$ cat config.mk
export PLATFORM = sky130hd
export DESIGN_NAME = fifo_stream_buf_flat
export DESIGN_NICKNAME = d
export VERILOG_FILES = /design/src/rtl/fifo_stream_buf_if.sv /design/src/rtl/fifo_stream_buf.sv /design/src/flat_wrapper.sv
export SDC_FILE = /design/constraint.sdc
export NUM_CORES = 1
export LEC_CHECK = 0
export CORE_MARGIN = 5
export CORE_UTILIZATION = 35
export DETAILED_ROUTE_END_ITERATION = 6
export MAX_ROUTING_LAYER = met4
export SYNTH_ARGS = -nofsm -noshare
export SYNTH_HDL_FRONTEND = slang
export SYNTH_SLANG_ARGS = --single-unit
$ cat constraint.sdc
create_clock -name clk -period 2.8 [get_ports clk]
set_input_delay 0.7 -clock clk [delete_from_list [all_inputs] [get_ports clk]]
set_output_delay 0.7 -clock clk [all_outputs]
set_load 0.05 [all_outputs]
$ cat src/rtl/fifo_stream_buf_if.sv
// Valid/ready stream bundle for both sides of fifo_stream_buf.
// master = producer/consumer environment, slave = the FIFO itself.
interface fifo_stream_buf_if #(
    parameter int DATA_WIDTH = 8
);
    logic                  in_valid;
    logic                  in_ready;
    logic [DATA_WIDTH-1:0] in_data;
    logic                  out_valid;
    logic                  out_ready;
    logic [DATA_WIDTH-1:0] out_data;

    modport master (
        output in_valid, in_data, out_ready,
        input  in_ready, out_valid, out_data
    );

    modport slave (
        input  in_valid, in_data, out_ready,
        output in_ready, out_valid, out_data
    );
endinterface

$ cat src/rtl/fifo_stream_buf.sv
// First-word-fall-through stream FIFO with occupancy flags, flush,
// sticky overflow and high-water mark; buffers between butterfly stages.
module fifo_stream_buf #(
    parameter int DATA_WIDTH    = 8,
    parameter int DEPTH         = 32,
    parameter int AFULL_THRESH  = DEPTH - 4,
    parameter int AEMPTY_THRESH = 4
) (
    input  logic                    clk,
    input  logic                    rst,
    input  logic                    clr,
    fifo_stream_buf_if.slave        bus,
    output logic [$clog2(DEPTH):0]  count,
    output logic                    almost_full,
    output logic                    almost_empty,
    output logic                    overflow,
    output logic [$clog2(DEPTH):0]  hwm
);
    localparam int AW = $clog2(DEPTH);
    localparam logic [AW:0] ONE     = (AW+1)'(1);
    localparam logic [AW:0] AF_TH   = (AW+1)'(AFULL_THRESH);
    localparam logic [AW:0] AE_TH   = (AW+1)'(AEMPTY_THRESH);

    logic [DATA_WIDTH-1:0] r_mem [DEPTH];
    logic [AW:0]           r_wr_ptr;
    logic [AW:0]           r_rd_ptr;
    logic [AW:0]           r_count;
    logic [AW:0]           r_hwm;
    logic                  r_overflow;

    logic                  w_empty;
    logic                  w_full;
    logic                  w_push;
    logic                  w_pop;
    logic [AW:0]           w_count_next;
    logic [AW:0]           w_hwm_next;

    // Extra wrap bit distinguishes full from empty when the index bits match.
    assign w_empty = (r_wr_ptr == r_rd_ptr);
    assign w_full  = (r_wr_ptr[AW] != r_rd_ptr[AW]) &&
                     (r_wr_ptr[AW-1:0] == r_rd_ptr[AW-1:0]);

    assign bus.in_ready  = !w_full && !rst;
    assign bus.out_valid = !w_empty;
    assign bus.out_data  = w_empty ? '0 : r_mem[r_rd_ptr[AW-1:0]];

    assign w_push = bus.in_valid && bus.in_ready;
    assign w_pop  = bus.out_ready && !w_empty;

    always_comb begin
        w_count_next = r_count;
        if (w_push && !w_pop)
            w_count_next = r_count + ONE;
        else if (w_pop && !w_push)
            w_count_next = r_count - ONE;
        w_hwm_next = (w_count_next > r_hwm) ? w_count_next : r_hwm;
    end

    always_ff @(posedge clk or posedge rst) begin
        if (rst) begin
            r_wr_ptr   <= '0;
            r_rd_ptr   <= '0;
            r_count    <= '0;
            r_hwm      <= '0;
            r_overflow <= 1'b0;
        end else if (clr) begin
            r_wr_ptr   <= '0;
            r_rd_ptr   <= '0;
            r_count    <= '0;
            r_hwm      <= '0;
            r_overflow <= 1'b0;
        end else begin
            if (w_push)
                r_wr_ptr <= r_wr_ptr + ONE;
            if (w_pop)
                r_rd_ptr <= r_rd_ptr + ONE;
            r_count    <= w_count_next;
            r_hwm      <= w_hwm_next;
            r_overflow <= r_overflow | (bus.in_valid && w_full);
        end
    end

    // Storage is not reset; w_push already excludes rst, clr discards the write.
    always_ff @(posedge clk) begin
        if (w_push && !clr)
            r_mem[r_wr_ptr[AW-1:0]] <= bus.in_data;
    end

    assign count        = r_count;
    assign hwm          = r_hwm;
    assign overflow     = r_overflow;
    assign almost_full  = (r_count >= AF_TH);
    assign almost_empty = (r_count <= AE_TH);
endmodule

$ cat src/flat_wrapper.sv
// flat-port wrapper written by rule: the top's interface ports become plain ports
module fifo_stream_buf_flat 
#(
    parameter int DATA_WIDTH    = 8,
    parameter int DEPTH         = 32,
    parameter int AFULL_THRESH  = DEPTH - 4,
    parameter int AEMPTY_THRESH = 4
)
  (clk, rst, clr, count, almost_full, almost_empty, overflow, hwm, bus_in_valid, bus_in_data, bus_out_ready, bus_in_ready, bus_out_valid, bus_out_data);
  fifo_stream_buf_if #(.DATA_WIDTH(DATA_WIDTH)) bus_i ();
  input  logic clk;
  input  logic rst;
  input  logic clr;
  output logic [$clog2(DEPTH):0] count;
  output logic almost_full;
  output logic almost_empty;
  output logic overflow;
  output logic [$clog2(DEPTH):0] hwm;
  input wire logic [$bits(bus_i.in_valid)-1:0] bus_in_valid;
  input wire logic [$bits(bus_i.in_data)-1:0] bus_in_data;
  input wire logic [$bits(bus_i.out_ready)-1:0] bus_out_ready;
  output wire logic [$bits(bus_i.in_ready)-1:0] bus_in_ready;
  output wire logic [$bits(bus_i.out_valid)-1:0] bus_out_valid;
  output wire logic [$bits(bus_i.out_data)-1:0] bus_out_data;
  assign bus_i.in_valid = bus_in_valid;
  assign bus_i.in_data = bus_in_data;
  assign bus_i.out_ready = bus_out_ready;
  assign bus_in_ready = bus_i.in_ready;
  assign bus_out_valid = bus_i.out_valid;
  assign bus_out_data = bus_i.out_data;
  fifo_stream_buf #(.DATA_WIDTH(DATA_WIDTH), .DEPTH(DEPTH), .AFULL_THRESH(AFULL_THRESH), .AEMPTY_THRESH(AEMPTY_THRESH)) u_core (.clk(clk), .rst(rst), .clr(clr), .bus(bus_i), .count(count), .almost_full(almost_full), .almost_empty(almost_empty), .overflow(overflow), .hwm(hwm));
endmodule
Yosys cells after proc, flatten, opt, wreduce, memory -nomap -nowiden
Memory sizes are Yosys's and may differ from the RTL's.
Index checks and enable logic that the tools add are counted.
{ "word_totals": {"ff_bits": 25, "wordCells": 47, "mem_count": 1, "in_bits": 13, "mem_bits_rw": 256} }
{ "mem_list": {"columns": ["memory", "words", "width", "rd", "rd_ports_with_merged_regs", "wr", "line", "rtl"], "rows": [
  ["u_core.r_mem", 32, 8, 1, 0, 1, "fifo_stream_buf.sv:24", "logic [DATA_WIDTH-1:0] r_mem [DEPTH];"]
]} }
{ "classes": {"reduce_logical": 17, "bitwise": 1, "eq_ne": 3, "add_sub_neg": 4, "n_mux": 13, "order_cmp": 3} }
{ "op_table": {"columns": ["operator", "count"], "rows": [
  ["$mux 6", 9],
  ["$add 6x1->6 const B", 3],
  ["$logic_and 1x1->1", 8],
  ["$mux 8", 1],
  ["$eq 6x6->1", 1],
  ["$ge 6x5->1 const B", 1],
  ["$gt 6x6->1", 1],
  ["$le 6x3->1 const B", 1],
  ["$logic_not 1->1", 6],
  ["$reduce_bool 2->1", 3],
  ["$sub 6x1->6 const B", 1],
  ["$eq 5x5->1", 1],
  ["$mux 1", 3],
  ["$ne 1x1->1", 1],
  ["$or 1x1->1", 1]
]} }

Depth between registers and ports, before layout
Gate-level depths: netlist (run 1).
{ "depth": {"ltp_word": 12, "mapped_depth": 16, "ltp_nobuf": 15} }

Worst setup path after synthesis (run 1)
No wires, ideal clock.
{ "synth_path": {"path_kind": "register to register", "from": "register u_core.r_rd_ptr[0]", "to": "register u_core.r_hwm[1] (netlist: u_core.hwm[1])", "setup_ps": 67, "synth_period_minus_slack_ps": 3214, "arrival_ps": 3147, "path_slack_ps": -414, "required_time_ps": 2733, "path_stages_with_launch": 17, "path_cell_list": "dfrtp_1 buf_6 xnor2_1 and3_1 and2_4 inv_2 o21a_1 a22oi_1 a31o_2 ha_1 nor2b_1 o211ai_1 a21oi_1 a211o_1 o21ai_0 nor2b_1 a22o_1"} }
{ "synth_via": {"elab_cells_between_ends": 18, "cone_classes": "order compare (1); eq/ne (2); mux (4); reduce/logical (11)"} }
{ "synth_rtl": {"columns": ["element", "line", "rtl"], "rows": [
  ["start: declaration", "fifo_stream_buf.sv:26", "logic [AW:0] r_rd_ptr;"],
  ["start signal: assignment", "fifo_stream_buf.sv:76", "r_rd_ptr <= r_rd_ptr + ONE;"],
  ["$eq 6x6->1 *", "fifo_stream_buf.sv:39", "assign w_empty = (r_wr_ptr == r_rd_ptr);"],
  ["$logic_not 1->1 *", null, null],
  ["named net bus_out_valid", "flat_wrapper.sv:23", "output wire logic [$bits(bus_i.out_valid)-1:0] bus_out_valid;"],
  ["$logic_and 1x1->1 *", "fifo_stream_buf.sv:48", "assign w_pop = bus.out_ready && !w_empty;"],
  ["$logic_and 1x1->1 or $logic_not 1->1 (tied branches)", "fifo_stream_buf.sv:54, fifo_stream_buf.sv:52", null],
  ["$mux 6 or $logic_and 1x1->1 (tied branches)", "fifo_stream_buf.sv:54, fifo_stream_buf.sv:52", null],
  ["$mux 6 *", "fifo_stream_buf.sv:52", "if (w_push && !w_pop)"],
  ["$gt 6x6->1 or $mux 6 (tied branches)", "fifo_stream_buf.sv:56", "w_hwm_next = (w_count_next > r_hwm) ? w_count_next : r_hwm;"],
  ["$reduce_bool 2->1 (no source line) or $mux 6 (tied branches)", null, null],
  ["end signal: assignment", "fifo_stream_buf.sv:78", "r_hwm <= w_hwm_next;"],
  ["end: declaration", "fifo_stream_buf.sv:28", "logic [AW:0] r_hwm;"]
]} }
The timed path passes the listed nets; every way through them passes the cells marked *. The select of a mux whose other input is x is not followed.
A chain may end at the register's enable or synchronous reset.

Worst setup path in the final report (run 1)
{ "layout_path": {"from": "register u_core.r_rd_ptr[0]", "to": "output port bus_out_data[0]"} }
{ "layout_via": {"elab_chain_len": 2, "elab_cells_between_ends": 3, "cone_classes": "eq/ne (1); mux (1); memory (1)"} }
{ "layout_lines": {"columns": ["element", "line", "rtl"], "rows": [
  ["$mem_v2 32x8 or $eq 6x6->1 (tied branches)", null, null],
  ["$mux 8 *", "fifo_stream_buf.sv:45", "assign bus.out_data = w_empty ? '0 : r_mem[r_rd_ptr[AW-1:0]];"],
  ["end: declaration", "flat_wrapper.sv:24", "output wire logic [$bits(bus_i.out_data)-1:0] bus_out_data;"]
]} }
Every way passes the cells marked *; elsewhere a longest branch is shown, timed or not.

==> results of run 1 <==
-- area by class of cell --
type | instances | area, sq um
Clock buffer | 37 | 756
Fill cell | 2791 | 18000
Timing Repair Buffer | 157 | 1540
Clock inverter | 13 | 125
Sequential cell | 281 | 8320
Tap cell | 442 | 553
Inverter | 13 | 60.1
Multi-Input combinational cell | 269 | 3200
-- critical path, stage by stage (launching register included) --
cell	delay, ns
dfrtp_4	0.54
buf_12	0.14
buf_16	0.12
mux4_2	0.52
mux4_2	0.55
mux2i_1	0.21
nor2_1	0.10
buf_6	0.16
-- state kept, by name, indices dropped and copies added (netlist names) --
register,cells
u_core.count,6
u_core.hwm,6
u_core.overflow,1
u_core.r_mem,256
u_core.r_rd_ptr,6
u_core.r_wr_ptr,6
-- power groups by stage --
stage | Clock (mW) | Sequential [mW] | Combinational [mW]
floorplan | 0 | 4.98 | 1.28
global placement | 0 | 4.82 | 2.21
global route | 3.85 | 4.75 | 2.80
finish | 3.58 | 4.74 | 2.63
CTS | 3.67 | 4.74 | 2.58
detailed placement | 0 | 4.82 | 2.25
-- layer usage --
layer  up-vias  track usage, %  routed length [um]
li1       2701               -                   -
met1      3170            19.5               11000
met3        41            2.17                1310
met5         -               -                   0
met2       164            22.7               12100
met4         0            3.98                 665
-- repair_timing --
action	in CTS	in global routing
cloned	3	1
pin swaps	4	3
resized for setup	27	11
buffers inserted	12	3
setup endpoints to repair	16	17
-- per-stage QoR --
step           setup slack, ns  TNS [ns]  cell area, sq um  util (%)  std cells
5_1_grt                 -0.847    -10.62             14600      44.7       1212
3_3_place_gp            -0.559     -4.88             13200      40.7       1143
3_5_place_dp            -0.674     -5.49             13200      40.7       1143
4_1_cts                 -0.783     -9.03             14500      44.4       1208
2_1_floorplan          -0.0557    -0.332             11600         -        589
6_report                -0.786     -8.75             14600      44.7       1212
-- cell usage in the layout (no fill, tap or decap), drive strengths merged, types with 2 or more instances in the layout --
cell type,instances
nand3,7
clkinv,9
clkbuf,38
nand3b,3
o21ai,4
o31a,2
o22ai,2
or3b,2
inv,13
dfrtp,25
ha,13
clkdlybuf4s50,25
a21oi,7
a22o,5
xnor2,15
buf,129
nor3,3
o211ai,3
and3,3
mux2i,9
edfxtp,256
bufinv,2
clkinvlp,2
nor2,61
nand4,5
xor2,6
nand2,18
nor2b,8
mux4,80
-- final timing paths --
| check | start | slack (ns) | cells past startpoint | endpoint |
|---|---|---|---|---|
| worst max-delay path | u_core.r_rd_ptr[0] | -0.79 | 7 | bus_out_data[0] |
| worst min-delay path | u_core.overflow | 0.51 | 2 | u_core.overflow |
| worst max register to register | u_core.r_rd_ptr[0] | -0.48 | 15 | u_core.hwm[3] |
| worst min register to register | u_core.overflow | 0.51 | 2 | u_core.overflow |
| max in group asynchronous | rst | 1.74 | 4 | u_core.r_rd_ptr[0] |
| min in group asynchronous | rst | 0.76 | 4 | u_core.overflow |
-- kinds of logic (layout without fill, tap and decap cells) --
| kind of cell | count (synthesis) | count (layout) | synth area share (%) |
|---|---|---|---|
| simple gates | 117 | 117 | 4.66 |
| compound gates | 29 | 29 | 1.84 |
| flops | 281 | 281 | 72.2 |
| mux | 89 | 89 | 16.5 |
| xor+xnor | 21 | 21 | 1.60 |
| fa+ha+maj | 13 | 13 | 1.41 |
| buf+inv | 39 | 220 | 1.80 |
==> reports/metrics.csv, run 1 <==
metric,value,unit
Layout area overhead,26.3,%
Final Hold Violating Endpoints,0,
gr usage total,14.3,%
clk sinks,281,
layout cell share with drive strength beyond 1,36.1,%
vias in the first global route,6448,
failing checks,setup timing,
final period utilization,128,%
H-Tree Depth,1,
NetSw,2.94,mW
Hold Crit Class,register to register,
commonest cells in the netlist,"256 x edfxtp_1, 77 x mux4_2, 61 x nor2_1",
CP endpoint kind,output pin,
Chip Width,191,um
Detailed Place HPWL,16.6,mm
warnings from Yosys,0,
min Tclk post-route,3.59,ns
Routed Antenna Nets,0,
Flop pwr share,43.3,%
top_reg_cell synth,edfxtp_1,
largest cells by area after synthesis,"edfxtp_1 67%, mux4_2 15%, dfrtp_1 5.4%",
Unique masters post-synth,46,
setup ws final,-0.786,ns
CTS tree,done,
RSZ-0062 raised after global routing,yes,
global route overflow,0,
Tot Pwr,11.0,mW
syn_nets,615,
Leak Pwr,4.83,nW
Mapped Cells,589,
worst slew pin tran,0.544,ns
via count,6076,
Starting Density,35.4,%
internal power,8.02,mW
Post-synth ARST share,8.90,%
clk_skew,0.0192,ns
initial antenna violation count,0,
"Clk pin slew, worst setup/hold paths",0.06,ns
final setup vio count,16,
most frequent cell after synthesis,edfxtp_1,
CTS max path bufs,3,
wire length of the first global-routing pass,38.9,mm
Clk pwr share,32.7,%
synthesized area,11500,sq um
die height,191,um
Top Ports,38,
outcome,"complete, but fails checks",
Max Clk Rate,279,MHz
routed length per instance,20.7,um
DR iter-0 viols,507,
hold buffers post-CTS,0,
number of flops mapped to enable cells by yosys,256,
Critical Path RT,2.10,ns
combinational share of power,24.0,%
Placer Congestion,0.874,
maxcap violations,0,
arrival time at the worst endpoint,2.89,ns
router iterations before antenna repair,5,
Sw Share,26.8,%
largest net degree at the start of global routing,33,
CP startpoint kind,register,
core region area,32500,sq um
clk_lat worst skew,0.56,ns
Syn Area/Cell,19.6,sq um
Pins Over Slew Limit,0,
final net count,777,
crit-path max FO,7,
Pwr Density,753,nW/um^2
via/cell ratio,5.01,
Inserted Diodes,0,
Synth top area share,66.7,%
Hold WS,0.505,ns
TritonCTS buffer count,29,
peak supply drop,0.454,mV
crit path kind,register to output pin,
clock root cell,clkbuf_16,
die area,36600,sq um
DR DRC count,0,
PortBufs,37,
Synth Register Bits,281,
total wire length,25.1,mm
Rows,66,
register area share after synthesis,72.2,%
post-synth top area cell,edfxtp_1,
max_slew headroom,63.4,%
Power figures use the tool's default switching activity.
==> run 2, diff against run 1 <==
--- a/config.mk
+++ b/config.mk
@@ -5,9 +5,11 @@
 export SDC_FILE = /design/constraint.sdc
 export NUM_CORES = 1
 export LEC_CHECK = 0
+export CAP_MARGIN = 40
 export CORE_MARGIN = 5
 export CORE_UTILIZATION = 35
 export DETAILED_ROUTE_END_ITERATION = 6
+export HOLD_SLACK_MARGIN = 0.12
 export MAX_ROUTING_LAYER = met4
 export SYNTH_ARGS = -nofsm -noshare
 export SYNTH_HDL_FRONTEND = slang
==> results of run 2 <==
No change in the layout: final DEF, timing and power equal those of run 1.
